$ cat config.mk
export PLATFORM = sky130hd
export DESIGN_NAME = hex_display_scheduler
export DESIGN_NICKNAME = d
export VERILOG_FILES = /design/src/rtl/hex_display_scheduler.sv
export SDC_FILE = /design/constraint.sdc
export NUM_CORES = 1
export LEC_CHECK = 0
export ABC_AREA = 1
export BUFFER_PORTS_ARGS = -buffer_cell sky130_fd_sc_hd__buf_2
export CORE_MARGIN = 8
export CORE_UTILIZATION = 51
export CTS_CLUSTER_SIZE = 20
export DETAILED_ROUTE_END_ITERATION = 6
export PLACE_DENSITY = 0.78
export SLEW_MARGIN = 20
export SYNTH_ARGS = -nofsm -noshare
export SYNTH_HDL_FRONTEND = slang
export SYNTH_SLANG_ARGS = --single-unit
$ cat constraint.sdc
create_clock -name clk -period 2.3 [get_ports clk]
set_input_delay 0.115 -clock clk [delete_from_list [all_inputs] [get_ports clk]]
set_output_delay 0.115 -clock clk [all_outputs]
set_load 0.05 [all_outputs]
$ cat src/rtl/hex_display_scheduler.sv
// hex_display_scheduler: scans a packed hex value MSD-first through one shared 7-seg decoder, with leading-zero blanking and blink
module hex_display_scheduler #(
  parameter int NUM_DIGITS = 6,
  parameter int BLINK_DIV  = 25000000
) (
  input  logic                    clk,
  input  logic                    reset_n,
  input  logic [4*NUM_DIGITS-1:0] in_value,
  input  logic                    in_valid,
  output logic                    in_ready,
  input  logic                    lz_blank,
  input  logic                    blink_en,
  output logic                    busy,
  output logic [7*NUM_DIGITS-1:0] hex_segments
);
  localparam int IW = NUM_DIGITS > 1 ? $clog2(NUM_DIGITS) : 1;
  localparam int CW = $clog2(BLINK_DIV);
  localparam logic [111:0] SEG_TAB = {
    7'b0001110, 7'b0000110, 7'b0100001, 7'b1000110,
    7'b0000011, 7'b0001000, 7'b0011000, 7'b0000000,
    7'b1111000, 7'b0000010, 7'b0010010, 7'b0011001,
    7'b0110000, 7'b0100100, 7'b1111001, 7'b1000000};
  typedef enum logic {IDLE, SCAN} state_t;
  state_t state, state_n;
  logic [4*NUM_DIGITS-1:0] shadow;
  logic [7*NUM_DIGITS-1:0] digits;
  logic [IW-1:0] idx;
  logic [CW-1:0] blink_cnt;
  logic lz_latched, seen_nz, hidden, accept, blank;
  logic [3:0] nib;
  logic [6:0] seg;
  assign in_ready = state == IDLE;
  assign busy = ~in_ready;
  assign accept = in_valid && in_ready;
  assign nib = shadow[4*idx +: 4];
  assign seg = SEG_TAB[7*nib +: 7];
  assign blank = lz_latched && nib == 4'd0 && !seen_nz && idx != '0;
  assign hex_segments = hidden ? '1 : digits;
  always_comb begin
    state_n = state;
    if (state == IDLE && accept) state_n = SCAN;
    else if (state == SCAN && idx == '0) state_n = IDLE;
  end
  always_ff @(posedge clk) state <= !reset_n ? IDLE : state_n;
  always_ff @(posedge clk) begin
    if (!reset_n) begin
      shadow <= '0;
      digits <= {NUM_DIGITS{7'h7F}};
      idx <= '0;
      lz_latched <= 1'b0;
      seen_nz <= 1'b0;
    end else if (accept) begin
      shadow <= in_value;
      lz_latched <= lz_blank;
      idx <= IW'(NUM_DIGITS - 1);
      seen_nz <= 1'b0;
    end else if (state == SCAN) begin
      digits[7*idx +: 7] <= blank ? 7'h7F : seg;
      seen_nz <= seen_nz | (nib != 4'd0);
      if (idx != '0) idx <= idx - 1'b1;
    end
  end
  // Phase only changes on registered state, so hex_segments has no path from inputs
  always_ff @(posedge clk) begin
    if (!reset_n || !blink_en) begin
      blink_cnt <= '0;
      hidden <= 1'b0;
    end else if (blink_cnt == CW'(BLINK_DIV - 1)) begin
      blink_cnt <= '0;
      hidden <= ~hidden;
    end else blink_cnt <= blink_cnt + 1'b1;
  end
endmodule

==> flow_metrics.py <==
metrics = {
    "outcome": {
        "status": "completed",
    },
    "logic_synthesis": {
        "synth_warnings": 0,
        "syn_inst": 667,
        "synth_nets": 708,
        "synth_cell_types": 31,
        "syn_area_um2": 4770,
        "yosysSeqAreaShare": 0.411,
        "ys_seq_elements": 98,
        "avgSynthCellArea_um2": 7.15,
    },
    "routing": {
        "ant_nets": 0,
        "routedWlPerCell_um": 13.1,
        "vias": 4482,
        "drcViolationCount": 0,
        "wl_um": 11300,
        "drt_iter0_drc": 267,
        "vias_per_cell": 5.21,
        "first_pass_iters": 5,
    },
    "cells_and_area": {
        "drive_gt1_frac": 0.234,
        "fillers": 813,
        "fin_area_um2": 5520,
        "num_antenna_cells": 0,
        "nets": 785,
        "fin_cells": 860,
        "register_area_um2": 1970,
        "area_growth_pct": 15.8,
        "multi_input_area_um2": 2460,
    },
    "critical_path": {
        "path_class": "flip-flop to flip-flop",
        "rr_startpoint": "idx[1]",
        "start_kind": "flip-flop",
        "critPathRequiredTime_ns": 2.61,
        "reg2reg_slack_ns": 0.23,
        "critPathCaptureType": "flip-flop",
        "critical_path_arrival_ns": 2.39,
        "crit_fanout": 8,
        "crit_start": "idx[1]",
    },
    "pwr": {
        "p_per_area_nw_per_um2": 698,
        "p_total_mw": 3.86,
        "leakage_nw": 2.15,
        "peakVddDrop_v": 0.000384,
    },
    "sta": {
        "period_share": 0.902,
        "max_freq_mhz": 482,
        "tightest_slew_ns": 0.494,
        "setup_violations": 0,
        "fin_skew_ns": 0.0157,
        "rsz0062_at_grt": "no",
        "slew_viol_final": 0,
        "fin_tns_setup_ns": 0,
        "hold_viol": 0,
        "relSlewSlack": 0.670,
        "fin_crit_ns": 2.07,
    },
    "run": {
        "max_cap_viol_count": 0,
    },
    "cts": {
        "cts_num_sinks": 98,
        "cts-root-buf": "clkbuf_8",
        "cts_htree_levels": 3,
        "clk_latency_ns": 0.38,
        "cts_tree": "done",
        "clockBufferDepth": 2,
        "cts_made_buffers": 9,
        "clk_pin_slew_ns": 0.10,
    },
    "place": {
        "port_buffers": 72,
        "gp_congestion": 0.883,
        "dp.final_hpwl_um": 8380,
        "place_area_um2": 5270,
        "dpl.cell_count": 840,
    },
    "floorplan": {
        "dieArea_um2": 12700,
        "start_util": 0.521,
        "num_io_pins": 73,
        "dieWidth_um": 113,
        "placementRows": 35,
        "die_h_um": 113,
        "coreArea_um2": 9150,
    },
    "hold_path": {
        "min_from": "in_value[20]",
        "min_path_type": "primary input to flip-flop",
    },
    "global_route": {
        "grt_max_degree": 44,
        "grtUsageTotal": 0.177,
        "grt-ovfl-total": 0,
        "grt_pass1_wl_um": 19100,
        "grt_pass1_vias": 4297,
        "antenna_found_initial": 0,
    },
}
-- logic make-up (layout without fill, tap and decap cells) --
logic type / count (synthesis) / after routing / share of synthesized area
and+or+nand+nor: 352 / 352 / 0.351
xor gates and xnor gates: 11 / 11 / 0.0202
adders and majority gates: 12 / 12 / 0.0315
DFF: 98 / 98 / 0.411
buffers and inverters: 88 / 170 / 0.0722
AOI/OAI and AO/OA: 106 / 106 / 0.114
-- final cells by class --
type / count / share of cell area
Clock buffer: 9 / 0.0224
Clock inverter: 7 / 0.0154
Inverter: 64 / 0.0439
Multi-Input combinational cell: 481 / 0.446
Sequential cell: 98 / 0.356
Tap cell: 111 / 0.0251
Timing Repair Buffer: 90 / 0.0911
-- repair_timing --
action,CTS,global route
hold buffers,3,0
resized for setup,0,4
hold endpoints to repair,3,0
setup buffers,0,1
setup endpoints to repair,0,42
-- Yosys cell counts, drive strengths merged --
master | number | area (µm²)
a211oi | 1 | 7.51
a21oi | 71 | 367
buf | 7 | 37.5
clkbuf | 17 | 63.8
clkinv | 1 | 3.75
dfxtp | 98 | 1960
ha | 12 | 150
inv | 63 | 239
nand2 | 158 | 601
nand3 | 38 | 230
nand4 | 17 | 121
nor2 | 67 | 254
nor3 | 12 | 70.1
nor3b | 4 | 30.0
nor4 | 8 | 65.1
o21ai | 34 | 170
or2 | 48 | 300
xnor2 | 2 | 17.5
xor2 | 9 | 78.8
-- layer usage --
layer / vias up / GRT usage / routed length [µm]
met5: - / 0 / 0
met4: 0 / 0.0540 / 169
met3: 18 / 0.0426 / 622
met2: 119 / 0.305 / 5520
met1: 2041 / 0.214 / 4950
li1: 2304 / - / -
-- stage by stage --
step                setup WS, ns  hold slack, ns  utilization
floorplan                0.00863           0.282            -
global placement           0.139           0.363        0.576
detailed placement        0.0702           0.372        0.576
CTS                       0.0351         0.00362        0.602
global route              0.0213          0.0248        0.604
finish                     0.226         0.00724        0.604
-- registers in the layout, summed over array words and instances (netlist names) --
| register | count |
|---|---|
| blink_cnt | 25 |
| busy | 1 |
| digits | 42 |
| hidden | 1 |
| idx | 3 |
| lz_latched | 1 |
| seen_nz | 1 |
| shadow | 24 |
-- power breakdown --
group | internal [mW] | switching, mW
clock | 0.524 | 0.651
sequential | 1.77 | 0.0403
combinational | 0.258 | 0.613
total | 2.55 | 1.30
-- critical path, stage by stage, from the launching register on --
cell     delay (ns)
dfxtp_2        0.38
inv_2          0.12
nand2_2        0.09
nor2_1         0.10
o21ai_0        0.12
nand2_1        0.12
inv_1          0.09
ha_1           0.34
or2_0          0.23
nand2_1        0.06
nand2_1        0.05
nand2_2        0.15
nand3_1        0.10
nand2_1        0.07
-- path summary, 6_finish.rpt --
check / endpoint / depth (start not counted)
worst max-delay path: digits[24] / 13
worst min-delay path: shadow[20] / 3
worst max register to register: digits[24] / 13
worst min register to register: blink_cnt[0] / 1
-- cell usage in the layout, fill, tap and decap left out, types with 2 or more instances in the layout --
cell type | Yosys | final
nor3b_1 | 4 | 4
nand2_2 | 3 | 3
nor3_2 | 2 | 2
nand4_1 | 16 | 16
xnor2_1 | 2 | 2
dfxtp_2 | 0 | 3
buf_4 | 0 | 15
inv_6 | 0 | 2
inv_1 | 59 | 59
nor3_1 | 10 | 10
dfxtp_1 | 98 | 95
o21ai_0 | 34 | 34
nand3_2 | 8 | 8
nor4_1 | 7 | 7
nand2_1 | 155 | 155
or2_2 | 47 | 47
nor2_1 | 66 | 65
xor2_1 | 9 | 9
buf_2 | 3 | 72
a21oi_1 | 70 | 70
ha_1 | 12 | 12
nor2_2 | 1 | 2
nand3_1 | 30 | 30
dlygate4sd3_1 | 0 | 3
clkbuf_8 | 0 | 9
inv_2 | 3 | 3
clkinv_4 | 0 | 3
Power figures use the tool's default switching activity.
